$ cat src/rtl/core_timing_pkg.sv
// Shared timing/supervision definitions.
//  wdog_state_t    : watchdog FSM state (WD_RUN counts IRQ periods, WD_HOLD holds cpu_rst)
//  WDOG_ADDR_DEF   : default write address that kicks the watchdog
//  IRQACK_ADDR_DEF : default write address that clears a pending IRQ
//  wr_hit()        : one-cycle CPU write strobe decode for a single address
package core_timing_pkg;

   typedef enum logic {
      WD_RUN  = 1'b0,
      WD_HOLD = 1'b1
   } wdog_state_t;

   localparam logic [15:0] WDOG_ADDR_DEF   = 16'h5000;
   localparam logic [15:0] IRQACK_ADDR_DEF = 16'h5000;

   // True only in an enabled CPU cycle that writes exactly the given address.
   function automatic logic wr_hit(input logic        en,
                                   input logic        we,
                                   input logic [15:0] addr,
                                   input logic [15:0] match);
      return en & we & (addr == match);
   endfunction

endpackage

$ cat src/rtl/irq_watchdog_timer_if.sv
// CPU bus view shared with the address decoder.
//  clk_en : CPU clock enable; a bus cycle exists only when it is 1
//  addr   : 16-bit CPU address
//  we     : CPU write strobe
// Bus semantics: there is no valid/ready pair on this bus. A write is taken
// exactly once in every clk cycle where clk_en=1 and we=1; the slave can never
// stall the CPU, and addr/we are ignored whenever clk_en=0.
interface irq_watchdog_timer_if;

   logic        clk_en;
   logic [15:0] addr;
   logic        we;

   modport master (output clk_en, output addr, output we);
   modport slave  (input  clk_en, input  addr, input  we);

endinterface

$ cat src/rtl/clk_en_prescaler.sv
// Enable-gated N-bit free-running up counter.
//  clk, rst  : system clock, synchronous active-low reset
//  clk_en    : count enable (+1 per enabled cycle, wraps 2^N-1 -> 0)
//  count     : current counter value (registered)
//  msb       : count[N-1], a divided clock with period 2^N enables
//  msb_rise  : one-cycle pulse in the enabled cycle whose edge drives msb 0->1
module clk_en_prescaler #(
   parameter int N = 9
) (
   input  logic         clk,
   input  logic         rst,
   input  logic         clk_en,
   output logic [N-1:0] count,
   output logic         msb,
   output logic         msb_rise
);

   // Value one enable before the msb rises: 0111...1
   localparam logic [N-1:0] PRE_RISE = {1'b0, {(N-1){1'b1}}};

   always_ff @(posedge clk) begin
      if (!rst) begin
         count <= '0;
      end else if (clk_en) begin
         count <= count + N'(1);
      end
   end

   assign msb      = count[N-1];
   assign msb_rise = clk_en & (count == PRE_RISE);

endmodule

$ cat src/rtl/irq_watchdog_timer.sv
// Timing/supervision stage beside the CPU address decoder.
//  clk, rst       : system clock, synchronous active-low reset
//  bus            : CPU bus (clk_en, addr, we), slave side
//  wdog_disable   : 1 holds the watchdog period count at 0
//  clk_3KHz       : divided status clock returned by the decoder
//  irq_n          : active-low periodic IRQ level to the CPU
//  cpu_rst        : active-high core reset request from the watchdog
//  wdog_fired     : sticky, watchdog fired since reset
//  irq_overrun    : sticky, an IRQ period ended with the IRQ still pending
//  wdog_state     : watchdog FSM state (debug visibility)
//  dbg_prescale   : raw prescaler count (debug visibility)
module irq_watchdog_timer
   import core_timing_pkg::*;
#(
   parameter int          PRESCALE_BITS = 9,
   parameter int          IRQ_DIV       = 12,
   parameter int          WDOG_LIMIT    = 8,
   parameter int          RST_HOLD      = 16,
   parameter logic [15:0] WDOG_ADDR     = WDOG_ADDR_DEF,
   parameter logic [15:0] IRQACK_ADDR   = IRQACK_ADDR_DEF
) (
   input  logic                     clk,
   input  logic                     rst,
   irq_watchdog_timer_if.slave      bus,
   input  logic                     wdog_disable,
   output logic                     clk_3KHz,
   output logic                     irq_n,
   output logic                     cpu_rst,
   output logic                     wdog_fired,
   output logic                     irq_overrun,
   output wdog_state_t              wdog_state,
   output logic [PRESCALE_BITS-1:0] dbg_prescale
);

   // One spare bit on each counter so the terminal count is representable.
   localparam int WCNT_W = $clog2(WDOG_LIMIT) + 1;
   localparam int HCNT_W = $clog2(RST_HOLD) + 1;
   localparam int DIV_W  = $clog2(IRQ_DIV) + 1;

   localparam logic [WCNT_W-1:0] WCNT_LAST = WCNT_W'(WDOG_LIMIT - 1);
   localparam logic [HCNT_W-1:0] HCNT_LAST = HCNT_W'(RST_HOLD - 1);
   localparam logic [DIV_W-1:0]  DIV_LAST  = DIV_W'(IRQ_DIV - 1);

   logic [PRESCALE_BITS-1:0] pre_count;
   logic                     pre_msb;
   logic                     pre_rise;
   logic [DIV_W-1:0]         irq_div;
   logic [WCNT_W-1:0]        wcnt;
   logic [HCNT_W-1:0]        hcnt;
   wdog_state_t              state;
   logic                     ack;
   logic                     kick;
   logic                     period_tick;
   logic                     wd_fire;

   clk_en_prescaler #(.N(PRESCALE_BITS)) u_prescaler (
      .clk      (clk),
      .rst      (rst),
      .clk_en   (bus.clk_en),
      .count    (pre_count),
      .msb      (pre_msb),
      .msb_rise (pre_rise)
   );

   // The prescaler msb is already a flop, so the status clock is registered.
   assign clk_3KHz     = pre_msb;
   assign dbg_prescale = pre_count;
   assign wdog_state   = state;

   assign ack  = wr_hit(bus.clk_en, bus.we, bus.addr, IRQACK_ADDR);
   assign kick = wr_hit(bus.clk_en, bus.we, bus.addr, WDOG_ADDR);

   assign period_tick = pre_rise & (irq_div == DIV_LAST);

   // A kick or disable in the same cycle as the terminal tick saves the CPU.
   assign wd_fire = (state == WD_RUN) & period_tick & ~kick & ~wdog_disable &
                    (wcnt == WCNT_LAST);

   // Counts status-clock rising edges; keeps running through a reset hold.
   always_ff @(posedge clk) begin
      if (!rst) begin
         irq_div <= '0;
      end else if (pre_rise) begin
         irq_div <= (irq_div == DIV_LAST) ? '0 : irq_div + DIV_W'(1);
      end
   end

   // Watchdog FSM plus the IRQ pending flag. irq_n is the inverted pending
   // flag held directly in its output flop.
   always_ff @(posedge clk) begin
      if (!rst) begin
         state       <= WD_RUN;
         wcnt        <= '0;
         hcnt        <= '0;
         cpu_rst     <= 1'b0;
         wdog_fired  <= 1'b0;
         irq_n       <= 1'b1;
         irq_overrun <= 1'b0;
      end else if (bus.clk_en) begin
         case (state)
            WD_RUN: begin
               if (kick || wdog_disable) begin
                  wcnt <= '0;
               end else if (period_tick) begin
                  if (wd_fire) begin
                     state      <= WD_HOLD;
                     wcnt       <= '0;
                     hcnt       <= '0;
                     cpu_rst    <= 1'b1;
                     wdog_fired <= 1'b1;
                  end else begin
                     wcnt <= wcnt + WCNT_W'(1);
                  end
               end

               // Set beats ack; the core is about to be reset on a fire,
               // so no IRQ is raised into it.
               if (wd_fire) begin
                  irq_n <= 1'b1;
               end else if (period_tick) begin
                  irq_n <= 1'b0;
                  if (!irq_n) begin
                     irq_overrun <= 1'b1;
                  end
               end else if (ack) begin
                  irq_n <= 1'b1;
               end
            end

            WD_HOLD: begin
               irq_n <= 1'b1;
               if (hcnt == HCNT_LAST) begin
                  state   <= WD_RUN;
                  cpu_rst <= 1'b0;
               end else begin
                  hcnt <= hcnt + HCNT_W'(1);
               end
            end

            default: begin
               state <= WD_RUN;
            end
         endcase
      end
   end

endmodule

$ cat src/flat_wrapper.sv
// flat-port wrapper written by rule: the top's interface ports become plain ports
module irq_watchdog_timer_flat import core_timing_pkg::*;
#(
   parameter int          PRESCALE_BITS = 9,
   parameter int          IRQ_DIV       = 12,
   parameter int          WDOG_LIMIT    = 8,
   parameter int          RST_HOLD      = 16,
   parameter logic [15:0] WDOG_ADDR     = WDOG_ADDR_DEF,
   parameter logic [15:0] IRQACK_ADDR   = IRQACK_ADDR_DEF
)
  (clk, rst, wdog_disable, clk_3KHz, irq_n, cpu_rst, wdog_fired, irq_overrun, wdog_state, dbg_prescale, bus_clk_en, bus_addr, bus_we);
  irq_watchdog_timer_if bus_i ();
  input  logic clk;
  input  logic rst;
  input  logic wdog_disable;
  output logic clk_3KHz;
  output logic irq_n;
  output logic cpu_rst;
  output logic wdog_fired;
  output logic irq_overrun;
  output wdog_state_t wdog_state;
  output logic [PRESCALE_BITS-1:0] dbg_prescale;
  input wire logic [$bits(bus_i.clk_en)-1:0] bus_clk_en;
  input wire logic [$bits(bus_i.addr)-1:0] bus_addr;
  input wire logic [$bits(bus_i.we)-1:0] bus_we;
  assign bus_i.clk_en = bus_clk_en;
  assign bus_i.addr = bus_addr;
  assign bus_i.we = bus_we;
  irq_watchdog_timer #(.PRESCALE_BITS(PRESCALE_BITS), .IRQ_DIV(IRQ_DIV), .WDOG_LIMIT(WDOG_LIMIT), .RST_HOLD(RST_HOLD), .WDOG_ADDR(WDOG_ADDR), .IRQACK_ADDR(IRQACK_ADDR)) u_core (.clk(clk), .rst(rst), .bus(bus_i), .wdog_disable(wdog_disable), .clk_3KHz(clk_3KHz), .irq_n(irq_n), .cpu_rst(cpu_rst), .wdog_fired(wdog_fired), .irq_overrun(irq_overrun), .wdog_state(wdog_state), .dbg_prescale(dbg_prescale));
endmodule
$ cat config.mk
export PLATFORM = sky130hd
export DESIGN_NAME = irq_watchdog_timer_flat
export DESIGN_NICKNAME = d
export VERILOG_FILES = /design/src/rtl/core_timing_pkg.sv /design/src/rtl/irq_watchdog_timer_if.sv /design/src/rtl/clk_en_prescaler.sv /design/src/rtl/irq_watchdog_timer.sv /design/src/flat_wrapper.sv
export SDC_FILE = /design/constraint.sdc
export NUM_CORES = 1
export LEC_CHECK = 0
export CORE_MARGIN = 4
export CORE_UTILIZATION = 44
export CTS_CLUSTER_SIZE = 24
export DETAILED_ROUTE_END_ITERATION = 6
export PLACE_DENSITY = 0.75
export RECOVER_POWER = 50
export SYNTH_ARGS = -nofsm -noshare
export SYNTH_HDL_FRONTEND = slang
export SYNTH_SLANG_ARGS = --single-unit
$ cat constraint.sdc
create_clock -name clk -period 2.12 [get_ports clk]
set_clock_uncertainty 0.2 [all_clocks]
set_input_delay 0.424 -clock clk [delete_from_list [all_inputs] [get_ports clk]]
set_output_delay 0.424 -clock clk [all_outputs]
set_load 0.02 [all_outputs]
==> impl_metrics.py <==
metrics = {
    "layout": {
        "area_growth_pct": 45.4,
        "fill_cells": 285,
        "antennaDiodeCount": 0,
        "multi_input_area_sq_um": 931,
        "final_util_pct": 68.5,
        "drive_gt1_share_pct": 23.8,
        "fin_nets": 251,
        "regArea_sq_um": 573,
        "fin_cells": 267,
    },
    "cts": {
        "clock_latency_ns": 0.33,
        "clk_pin_slew_ns": 0.14,
        "htree_num_levels": 1,
        "cts.sinks": 28,
        "cts_made_buffers": 3,
        "cts_root_buffer": "clkbuf_4",
        "clockBufferDepth": 2,
        "cts_tree": "done",
    },
    "yosys": {
        "yosysWarnings": 0,
        "ys_seq_area_share_pct": 37.7,
        "synth_cells": 168,
        "synth_cell_type_count": 45,
        "synth_top_flop_cell": "dfxtp_1",
        "synth_edf_count": 0,
        "ys_ff_latch": 28,
        "synth-async-reset-ratio_pct": 0,
        "postSynthAreaPerCell_sq_um": 8.84,
        "synth_top_area_cell": "dfxtp_1",
        "synth_nets": 195,
        "syn_area_sq_um": 1490,
        "yosysTopAreaCellShare_pct": 37.7,
        "synthTopCellsByArea": "dfxtp_1 (38%), ha_1 (5.1%), o21ai_0 (3.7%)",
    },
    "min_path": {
        "hold_class": "reg2reg",
    },
    "worst_setup_path": {
        "path_class": "reg2reg",
        "end_kind": "register",
        "reg2reg_slack_ns": -0.06,
        "r2r-end": "u_core.hcnt[3]$_SDFFE_PN0P_",
        "max_stage_delay_ns": 0.46,
        "startpoint": "u_core.u_prescaler.count[0]$_SDFFE_PN0P_",
        "crit_path_end": "u_core.hcnt[3]$_SDFFE_PN0P_",
        "start_kind": "register",
        "crit_path_max_fanout": 4,
        "worstPathArrival_ns": 2.22,
        "cp.required_ns": 2.16,
        "crit_chain": "ha_4 -> nand3_2 -> nor2_2 -> ha_2 -> nand2_4 -> or4_4 -> nor2_4 -> a21oi_4 -> a22o_2",
        "rr_startpoint": "u_core.u_prescaler.count[0]$_SDFFE_PN0P_",
        "rr_worst_depth": 9,
        "cpMaxStageDelayCell": "or4_4",
    },
    "sta": {
        "max_slew_margin_pct": 75.0,
        "setup_ws_ns": -0.0624,
        "fin_tns_setup_ns": -0.542,
        "rsz0062_at_grt": "true",
        "finalSetupViolCount": 12,
        "hold_viol": 0,
        "min_period_ns": 2.18,
        "finalMaxSlewViolations": 0,
        "worstMarginPinSlew_ns": 0.374,
        "finalCritPeriodShare_pct": 103,
        "max_freq_ghz": 0.458,
    },
    "floorplan": {
        "initial_core_util_pct": 47.1,
        "ioPinCount": 36,
        "coreArea_sq_um": 3150,
        "fp.dieH_um": 66.1,
        "dieArea_sq_um": 4370,
        "num_rows": 20,
        "die_w_um": 66.1,
    },
    "place": {
        "place_inst": 261,
        "post-dp-hpwl_mm": 2.83,
        "numPortBuffers": 35,
        "gp_congestion": 0.838,
    },
    "global_route": {
        "antenna_found_initial": 0,
        "grtUsageTotal_pct": 17.7,
        "grt_pass1_wl_mm": 6.11,
        "grt_pass1_vias": 1450,
        "grt_overflow": 0,
        "grt_start_max_net_pins": 22,
    },
    "detailed_routing": {
        "drt-initial-drc-count": 39,
        "vias": 1428,
        "drt_pass1_iterations": 4,
        "wl_mm": 3.49,
        "remaining_drc_errors": 0,
        "ant_nets": 0,
        "wl_per_cell_um": 13.1,
        "via_per_inst": 5.35,
    },
    "pwr": {
        "p_per_area_nw_per_um2": 448,
        "ir_drop_mv": 0.245,
        "p_leak_nw": 0.787,
    },
    "flow_run": {
        "maxCapViolations": 0,
    },
    "outcome": {
        "failed_checks": "negative setup slack",
        "outcome": "finished with violations",
    },
}
[flip-flops by register name (all words and copies together), names as in the netlist, 4 cells and up]
| signal | flops |
|---|---|
| u_core.hcnt | 5 |
| u_core.u_prescaler.count | 9 |
| u_core.wcnt | 4 |
| u_core.irq_div | 5 |
[kinds of logic after synthesis]
family,after synthesis,synth area share (%)
compound gates,38,18.5
mux,1,0.674
flops,28,37.7
simple gates,70,28.1
buf+inv,15,4.13
xor+xnor,10,5.90
fa+ha+maj,6,5.05
[through the flow]
| stage | power [mW] | area (sq um) | hold WS (ns) | worst slack (ns) |
|---|---|---|---|---|
| after floorplan | 0.601 | 1530 | 0.254 | -0.00934 |
| after detailed placement | 0.677 | 2060 | 0.264 | -0.257 |
| after global placement | 0.671 | 2060 | 0.256 | -0.209 |
| final | 0.967 | 2160 | 0.300 | -0.0624 |
| after CTS | 0.978 | 2120 | 0.303 | -0.0644 |
| after global routing | 1.01 | 2160 | 0.336 | -0.162 |
[Yosys cell counts (all sizes together), types with 6 or more instances]
master   n
and2     7
nor2    11
dfxtp   28
nand2   12
o21ai   12
nand3    7
ha       6
inv      8
[critical path: cells and delay by family, from the launching register on]
family                   cells  cell delay, ns
flip-flops                   1            0.39
adder cells (fa/ha/maj)      2            0.34
AO/OA/AOI/OAI                2            0.33
AND/OR/NAND/NOR              5            0.83
[how the worst min path moves through the flow]
stage                                          from  depth (start not counted)                              end  slack (ns)
floorplan            u_core.irq_div[1]$_SDFFE_PN0N_                          2   u_core.irq_div[1]$_SDFFE_PN0N_        0.25
global placement     u_core.wdog_fired$_SDFFE_PN0P_                          1   u_core.wdog_fired$_SDFFE_PN0P_        0.26
detailed placement   u_core.wdog_fired$_SDFFE_PN0P_                          1   u_core.wdog_fired$_SDFFE_PN0P_        0.26
CTS                  u_core.wdog_fired$_SDFFE_PN0P_                          1   u_core.wdog_fired$_SDFFE_PN0P_        0.30
global route        u_core.irq_overrun$_SDFFE_PN0P_                          1  u_core.irq_overrun$_SDFFE_PN0P_        0.34
finish               u_core.wdog_fired$_SDFFE_PN0P_                          1   u_core.wdog_fired$_SDFFE_PN0P_        0.30
[power breakdown]
group / leakage, nW / internal (mW) / total (mW) / switching, mW
clock network: 0.0261 / 0.144 / 0.300 / 0.156
logic: 0.531 / 0.0743 / 0.128 / 0.0532
registers: 0.230 / 0.533 / 0.539 / 0.00626
[repair_timing]
item                                    CTS  global route
pin swaps                                 0             3
endpoints found under the setup margin   11            14
setup buffers                             1             1
endpoints found under the hold margin     0             0
hold buffers                              0             0
gates resized for setup                   1             7
[cell type report]
type	instances	area share, %
clock buffers	4	2.20
inverters	8	1.39
multi-input cells	125	43.1
repair buffers	58	24.2
well taps	44	2.55
flip-flops and latches	28	26.5
[metal layers]
layer  part of all wire, %  up-vias  track usage [%]
met5                     0        -                0
met4                   1.6        0             8.12
met3                   4.6        5             3.06
met2                    52       41             32.8
met1                    41      667             19.3
li1                      -      715                -
[cells in the final DEF (no fill, tap or decap), types with 3 or more instances in the layout]
cell type	synthesis	final
inv_1	8	8
ha_1	6	4
clkdlybuf4s50_1	0	35
buf_4	1	23
or3_1	5	4
dfxtp_1	28	22
xnor2_1	5	5
a22o_2	4	4
nor2_1	11	9
clkbuf_4	0	3
a21boi_0	4	4
nand2_1	12	11
nor3b_1	4	4
nand3_1	7	5
nand4_1	5	5
and2_1	7	7
nor2b_1	4	4
o21a_1	4	4
o22ai_1	3	3
o21ai_0	11	10
xor2_1	5	5
dfxtp_2	0	4
No activity file was read; power rests on OpenSTA's default activity.
